==> config.mk <==
export PLATFORM = sky130hd
export DESIGN_NAME = regfile_write_arbiter
export DESIGN_NICKNAME = d
export VERILOG_FILES = /design/src/rtl/regfile_write_arbiter.sv
export SDC_FILE = /design/constraint.sdc
export NUM_CORES = 1
export LEC_CHECK = 0
export BUFFER_PORTS_ARGS = -buffer_cell sky130_fd_sc_hd__clkbuf_2
export CORE_MARGIN = 2
export CORE_UTILIZATION = 45
export DETAILED_ROUTE_END_ITERATION = 7
export PLACE_DENSITY = 0.77
export SETUP_SLACK_MARGIN = 0.1
export SKIP_LAST_GASP = 1
export SYNTH_ARGS = -nofsm -noshare
export SYNTH_HDL_FRONTEND = slang
export SYNTH_SLANG_ARGS = --single-unit
==> constraint.sdc <==
create_clock -name clk -period 1.64 [get_ports clk]
set_input_delay 0.328 -clock clk [delete_from_list [all_inputs] [get_ports clk]]
set_output_delay 0.328 -clock clk [all_outputs]
set_load 0.01 [all_outputs]
==> src/rtl/regfile_write_arbiter.sv <==
// regfile_write_arbiter
// Shares the single register-file write port (wa3/wd3/we3) between two
// requesters using a registered req/gnt handshake. It also runs a clear
// sequence that zeroes every register after reset or when clr_req is seen.
// Optional build macro: REGFILE_ARB_ROUND_ROBIN_EN selects round-robin
// tie-breaking. Without it, requester 0 wins ties (fixed priority).
//
// state    | meaning
// ---------+---------------------------------------------------------------
// ST_CLEAR | writing zero to address cnt_q on every edge, grants held off
// ST_ARB   | arbitrating req0/req1 on every edge, clr_req restarts a clear
module regfile_write_arbiter #(
  parameter int DATA_W = 8,
  parameter int ADDR_W = 3
) (
  input  logic              clk,
  input  logic              rst,
  input  logic              req0,
  input  logic [ADDR_W-1:0] addr0,
  input  logic [DATA_W-1:0] data0,
  output logic              gnt0,
  input  logic              req1,
  input  logic [ADDR_W-1:0] addr1,
  input  logic [DATA_W-1:0] data1,
  output logic              gnt1,
  input  logic              clr_req,
  output logic              busy,
  output logic [ADDR_W-1:0] wa3,
  output logic [DATA_W-1:0] wd3,
  output logic              we3
);

  typedef enum logic {ST_CLEAR, ST_ARB} state_t;

  localparam logic [ADDR_W-1:0] LAST_ADDR = {ADDR_W{1'b1}};

  state_t            state_q, state_d;
  logic [ADDR_W-1:0] cnt_q, cnt_d;
  logic              busy_q, busy_d;
  logic              gnt0_q, gnt0_d;
  logic              gnt1_q, gnt1_d;
  logic              we3_q, we3_d;
  logic [ADDR_W-1:0] wa3_q, wa3_d;
  logic [DATA_W-1:0] wd3_q, wd3_d;

  logic elig0, elig1, pick0, pick1;

  // A requester granted on the previous edge is masked for one cycle so it
  // is never granted twice before it can drop or change its request.
  assign elig0 = req0 & ~gnt0_q;
  assign elig1 = req1 & ~gnt1_q;

`ifdef REGFILE_ARB_ROUND_ROBIN_EN
  // 1: requester 1 won the most recent grant. Reset value makes requester 0
  // win the first tie.
  logic last_q, last_d;
  assign pick0 = elig0 & (~elig1 | last_q);
`else
  assign pick0 = elig0;
`endif
  assign pick1 = elig1 & ~pick0;

  // Next-state and next-output computation for the clear/arbitrate FSM.
  always_comb begin
    state_d = state_q;
    cnt_d   = cnt_q;
    busy_d  = busy_q;
    gnt0_d  = 1'b0;
    gnt1_d  = 1'b0;
    we3_d   = 1'b0;
    wa3_d   = wa3_q;
    wd3_d   = wd3_q;
`ifdef REGFILE_ARB_ROUND_ROBIN_EN
    last_d  = last_q;
`endif
    case (state_q)
      ST_CLEAR: begin
        we3_d  = 1'b1;
        wa3_d  = cnt_q;
        wd3_d  = '0;
        cnt_d  = cnt_q + ADDR_W'(1);
        busy_d = 1'b1;
        if (cnt_q == LAST_ADDR) begin
          state_d = ST_ARB;
        end
      end
      ST_ARB: begin
        busy_d = 1'b0;
        if (clr_req) begin
          // Entry cycle: no write this edge, the first zero-write follows.
          busy_d  = 1'b1;
          cnt_d   = '0;
          state_d = ST_CLEAR;
        end else if (pick0) begin
          gnt0_d = 1'b1;
          we3_d  = 1'b1;
          wa3_d  = addr0;
          wd3_d  = data0;
`ifdef REGFILE_ARB_ROUND_ROBIN_EN
          last_d = 1'b0;
`endif
        end else if (pick1) begin
          gnt1_d = 1'b1;
          we3_d  = 1'b1;
          wa3_d  = addr1;
          wd3_d  = data1;
`ifdef REGFILE_ARB_ROUND_ROBIN_EN
          last_d = 1'b1;
`endif
        end
      end
      default: begin
        state_d = ST_CLEAR;
        cnt_d   = '0;
        busy_d  = 1'b1;
      end
    endcase
  end

  // State and registered outputs; reset starts a fresh clear.
  always_ff @(posedge clk or negedge rst) begin
    if (!rst) begin
      state_q <= ST_CLEAR;
      cnt_q   <= '0;
      busy_q  <= 1'b1;
      gnt0_q  <= 1'b0;
      gnt1_q  <= 1'b0;
      we3_q   <= 1'b0;
      wa3_q   <= '0;
      wd3_q   <= '0;
`ifdef REGFILE_ARB_ROUND_ROBIN_EN
      last_q  <= 1'b1;
`endif
    end else begin
      state_q <= state_d;
      cnt_q   <= cnt_d;
      busy_q  <= busy_d;
      gnt0_q  <= gnt0_d;
      gnt1_q  <= gnt1_d;
      we3_q   <= we3_d;
      wa3_q   <= wa3_d;
      wd3_q   <= wd3_d;
`ifdef REGFILE_ARB_ROUND_ROBIN_EN
      last_q  <= last_d;
`endif
    end
  end

  assign gnt0 = gnt0_q;
  assign gnt1 = gnt1_q;
  assign busy = busy_q;
  assign we3  = we3_q;
  assign wa3  = wa3_q;
  assign wd3  = wd3_q;

endmodule

# Word-level counts from Yosys, hierarchy flattened
# Cells that the tools add are included.
# word_totals
ff_bits	19
inputBits	27
# classes
n_eq_ne	4
reduce_logical	1
mux	25
n_bitwise	7
add_sub_neg	1
# op_table
operator	count
2-to-1 mux 8 bit	3
case mux 8 bit (2 select lines)	1
2-to-1 mux 1 bit	12
2-to-1 mux 3 bit	4
case mux 3 bit (2 select lines)	2
case mux 1 bit (2 select lines)	3
inequality test 2 bit (second input constant)	2
inverter 1 bit	4
adder 3 x 1 -> 3 bit (second input constant)	1
AND 1 bit	3
equality test 3 bit (second input constant)	1
inequality test 3 x 1 -> 1 bit (second input constant)	1
AND reduction 2 bit	1

# Depth between registers and ports, before layout
# logic_depth
word_depth	8
depth_mapped	5
depth_no_buf	4

# Worst setup path after synthesis
# Ideal clock, no wire load.
# synth_timing
path_kind	flip-flop to flip-flop
start	register gnt0_q, in the netlist gnt0
end	register wa3_q[0], in the netlist wa3[0]
t_required_ns	1.514
path_stages_with_launch	6
synth_period_minus_slack_ns	1.235
slack_ns	0.405
t_arrival_ns	1.109
cell_sequence	dfrtp_1 > nand2b_1 > buf_4 > a21o_1 > buf_6 > mux2i_1
# synth_via
elab_chain_cells	6
elab_cells_between_ends	9
classes_between	eq/ne: 1; mux: 3; bitwise: 4; reduce/logical: 1
# synth_lines
item	line	source
start: declaration	40	logic gnt0_q, gnt0_d;
start signal: assignment	138	gnt0_q <= gnt0_d;
inverter 1 bit *	50	assign elig0 = req0 & ~gnt0_q;
AND 1 bit *	50	
inverter 1 bit	61	assign pick1 = elig1 & ~pick0;
AND 1 bit	61	
inequality test 3 x 1 -> 1 bit (no source line)	--	
AND reduction 2 bit (no source line)	--	
end signal: assignment	141	wa3_q <= wa3_d;
end: declaration	43	logic [ADDR_W-1:0] wa3_q, wa3_d;
# Every way passes the cells marked *; elsewhere a longest branch is shown, timed or not. The select of a mux whose other input is x is not followed.
# A chain may end at the register's enable or synchronous reset.

# Final worst setup path
# layout_timing
start	register gnt0_q, in the netlist gnt0
end	register wd3_q[7], in the netlist wd3[7]
# layout_via
elab_chain_cells	6
elab_cells_between_ends	9
classes_between	eq/ne: 1; mux: 3; bitwise: 4; reduce/logical: 1
# layout_lines
item	line	source
inverter 1 bit *	50	
AND 1 bit *	50	
inverter 1 bit	61	
AND 1 bit	61	
inequality test 3 x 1 -> 1 bit (no source line)	--	
AND reduction 2 bit (no source line)	--	
end signal: assignment	142	wd3_q <= wd3_d;
end: declaration	44	logic [DATA_W-1:0] wd3_q, wd3_d;
# Marked as above.

==> results.sh <==
export IMPL_leakagePower_uw=0.000622
export IMPL_power_total_uw=1440
export IMPL_die_w_um=48.9
export IMPL_worstReg2RegStart="gnt0"
export IMPL_drv_slew=0
export IMPL_synth_most_common_cell="dfrtp_1"
export IMPL_rsz0062_at_grt="no"
export IMPL_htree_levels=1
export IMPL_core_area_sq_um=1920
export IMPL_dr_pass1_iters=2
export IMPL_netlist_area_sq_um=907
export IMPL_async_flop_share_pct=100
export IMPL_antenna_found_initial=0
export IMPL_cp_arrival_ns=1.44
export IMPL_hp_start="clr_req"
export IMPL_wire_per_inst_um=12.0
export IMPL_wirelength_mm=1.82
export IMPL_clkTransAtPathRegs_ns=0.10
export IMPL_synthCells=81
export IMPL_io_pins=42
export IMPL_synthTopCellsByCount="dfrtp_1, mux2i_1, nand2_1, o22ai_1"
export IMPL_avgSynthCellArea_sq_um=11.2
export IMPL_synth_nets=110
export IMPL_crit_required_ns=1.79
export IMPL_ir_drop_uv=683
export IMPL_hold_end="cnt_q[1]"
export IMPL_layout_cells_non_filler=152
export IMPL_first_iter_violations=2
export IMPL_nets=155
export IMPL_vias_per_cell=4.86
export IMPL_rrSetupSlack_ns=0.35
export IMPL_worst_pin_slew_ns=0.457
export IMPL_tritoncts="built"
export IMPL_grt_pass1_vias=767
export IMPL_tns_ns=0
export IMPL_cts_buffer_depth=2
export IMPL_setup_viol=0
export IMPL_cts_setup_buffers=0
export IMPL_ys_seq_area_share_pct=52.6
export IMPL_synth_cell_types=21
export IMPL_antenna_left=0
export IMPL_multi_input_area_sq_um=379
export IMPL_synth_edff_count=0
export IMPL_clock_skew_ns=0.00521
export IMPL_p_per_area_nw_per_um2=1230
export IMPL_synth_top_area_share_pct=49.7
export IMPL_drc_errors=0
export IMPL_path_cells="nand2b_1 > a21oi_2 > o22ai_1"
export IMPL_synthTopCellsByArea="dfrtp_1, mux2i_1, o22ai_1"
export IMPL_maxCapViolCount=0
export IMPL_rr_endpoint="wd3[7]"
export IMPL_numCtsBuffers=3
export IMPL_status="complete, no violations"
export IMPL_via_count=738
export IMPL_die_area_sq_um=2390
export IMPL_r2r_cells=3
export IMPL_critPathCaptureType="flop"
export IMPL_n_antenna_cell=0
export IMPL_yosysWarnings=0
export IMPL_hold_viol_final=0
export IMPL_slowest_delay_ns=0.40
export IMPL_grt_pass1_wl_mm=3.24
export IMPL_area_growth_pct=28.8
export IMPL_critPathKind="reg2reg"
export IMPL_dp_hpwl_mm=1.44
export IMPL_initial_utilization_pct=47.2
export IMPL_crit_path_top_delay_cell="a21oi_2"
export IMPL_portBuffers=41
export IMPL_finalCritPeriodShare_pct=78.4
export IMPL_drive_above_1_share_pct=41.6
export IMPL_min_period_ns=1.29
export IMPL_ys_ff_latch=19
export IMPL_ys_flop_type="dfrtp_1"
export IMPL_seq_area_sq_um=477
export IMPL_insertion_delay_ns=0.28
export IMPL_fp_dieH_um=48.9
export IMPL_cts_root_buf="clkbuf_4"
export IMPL_fmax_mhz=777
export IMPL_fp_row_count=16
export IMPL_dp_cells=147
export IMPL_routabilityCongestion=0.793
export IMPL_cts_sinks=19
export IMPL_whs_path_depth=2
export IMPL_postLayoutCoreUtil_pct=60.8
export IMPL_grt_max_degree=20
export IMPL_cp_max_fo=9
export IMPL_nFillCells=184
export IMPL_min_path_type="in2reg"
export IMPL_yosysTopAreaCell="dfrtp_1"
export IMPL_slew_headroom_pct=69.5
export IMPL_start_kind="flop"
export IMPL_grt_overflow=0
export IMPL_track_usage_pct=17.4
==> where the power goes <==
part           internal [uW]  total (uW)  switching [uW]  leakage (uW)
Sequential               596         670            73.8      0.000244
Combinational            253         548             294      0.000364
Clock                   94.4         224             129     0.0000150
==> layer usage <==
metal	GRT usage [%]	up-vias	share of wire [%]
met5	0	-	0
met4	8.57	0	1.2
met3	1.53	2	4.4
met2	31.5	22	51
met1	20.7	341	43
li1	-	373	-
==> critical path: cells and delay by family, from the launching register on <==
family	cells	cell delay [ns]
AND/OR/NAND/NOR	1	0.22
AO/OA/AOI/OAI	2	0.56
flip-flops	1	0.38
==> sequential cells by signal, indices dropped and copies added, names as in the netlist <==
| name | flops |
|---|---|
| gnt0 | 1 |
| we3 | 1 |
| busy | 1 |
| gnt1 | 1 |
| state_q | 1 |
| cnt_q | 3 |
| wa3 | 3 |
| wd3 | 8 |
==> placed cells by master, fill, tap and decap left out, types with 2 or more instances in the layout <==
cell type / netlist / layout
buf_4: 2 / 3
nor2_1: 2 / 2
nand2_1: 12 / 12
clkbuf_2: 0 / 41
inv_1: 3 / 3
o22ai_1: 9 / 9
nand2b_1: 3 / 3
ha_1: 2 / 2
o21ai_0: 3 / 3
dfrtp_1: 18 / 18
clkbuf_4: 0 / 3
mux2i_1: 15 / 15
==> stage by stage <==
stage | area (sq um) | setup WS [ns] | hold slack (ns)
after floorplan | 907 | 0.405 | 0.0324
after global placement | 1130 | 0.370 | 0.293
after detailed placement | 1130 | 0.326 | 0.298
after CTS | 1170 | 0.337 | 0.319
after global routing | 1170 | 0.236 | 0.334
final | 1170 | 0.354 | 0.325
==> cells by family (layout without fill, tap and decap cells) <==
group / Yosys count / after routing / synth area share [%]
simple gates: 20 / 20 / 10.8
buf+inv: 9 / 53 / 5.65
fa+ha+maj: 2 / 2 / 2.76
flops: 19 / 19 / 52.6
mux: 15 / 15 / 16.6
compound gates: 16 / 16 / 11.7
==> cell type report <==
class | instances | area share [%]
clock buffer | 4 | 2.25
inverter | 4 | 1.28
multi-input combinational | 53 | 32.4
sequential | 19 | 40.8
tap | 27 | 2.89
timing repair buffer | 45 | 20.3
==> worst max-delay path by stage <==
stage / from / endpoint / slack, ns / cells past startpoint
detailed placement: req0 / wa3[1] / 0.33 / 5
finish: gnt0 / wd3[7] / 0.35 / 3
floorplan: gnt0 / wa3[0] / 0.41 / 5
global route: gnt0 / wd3[4] / 0.24 / 3
CTS: gnt0 / wd3[7] / 0.34 / 3
global placement: req0 / wa3[1] / 0.37 / 5
==> repair_timing <==
action                                 in CTS  in global routing
hold buffers                                1                  0
resized for setup                           0                  0
endpoints found under the hold margin      18                  0
No activity file was read; power rests on OpenSTA's default activity.
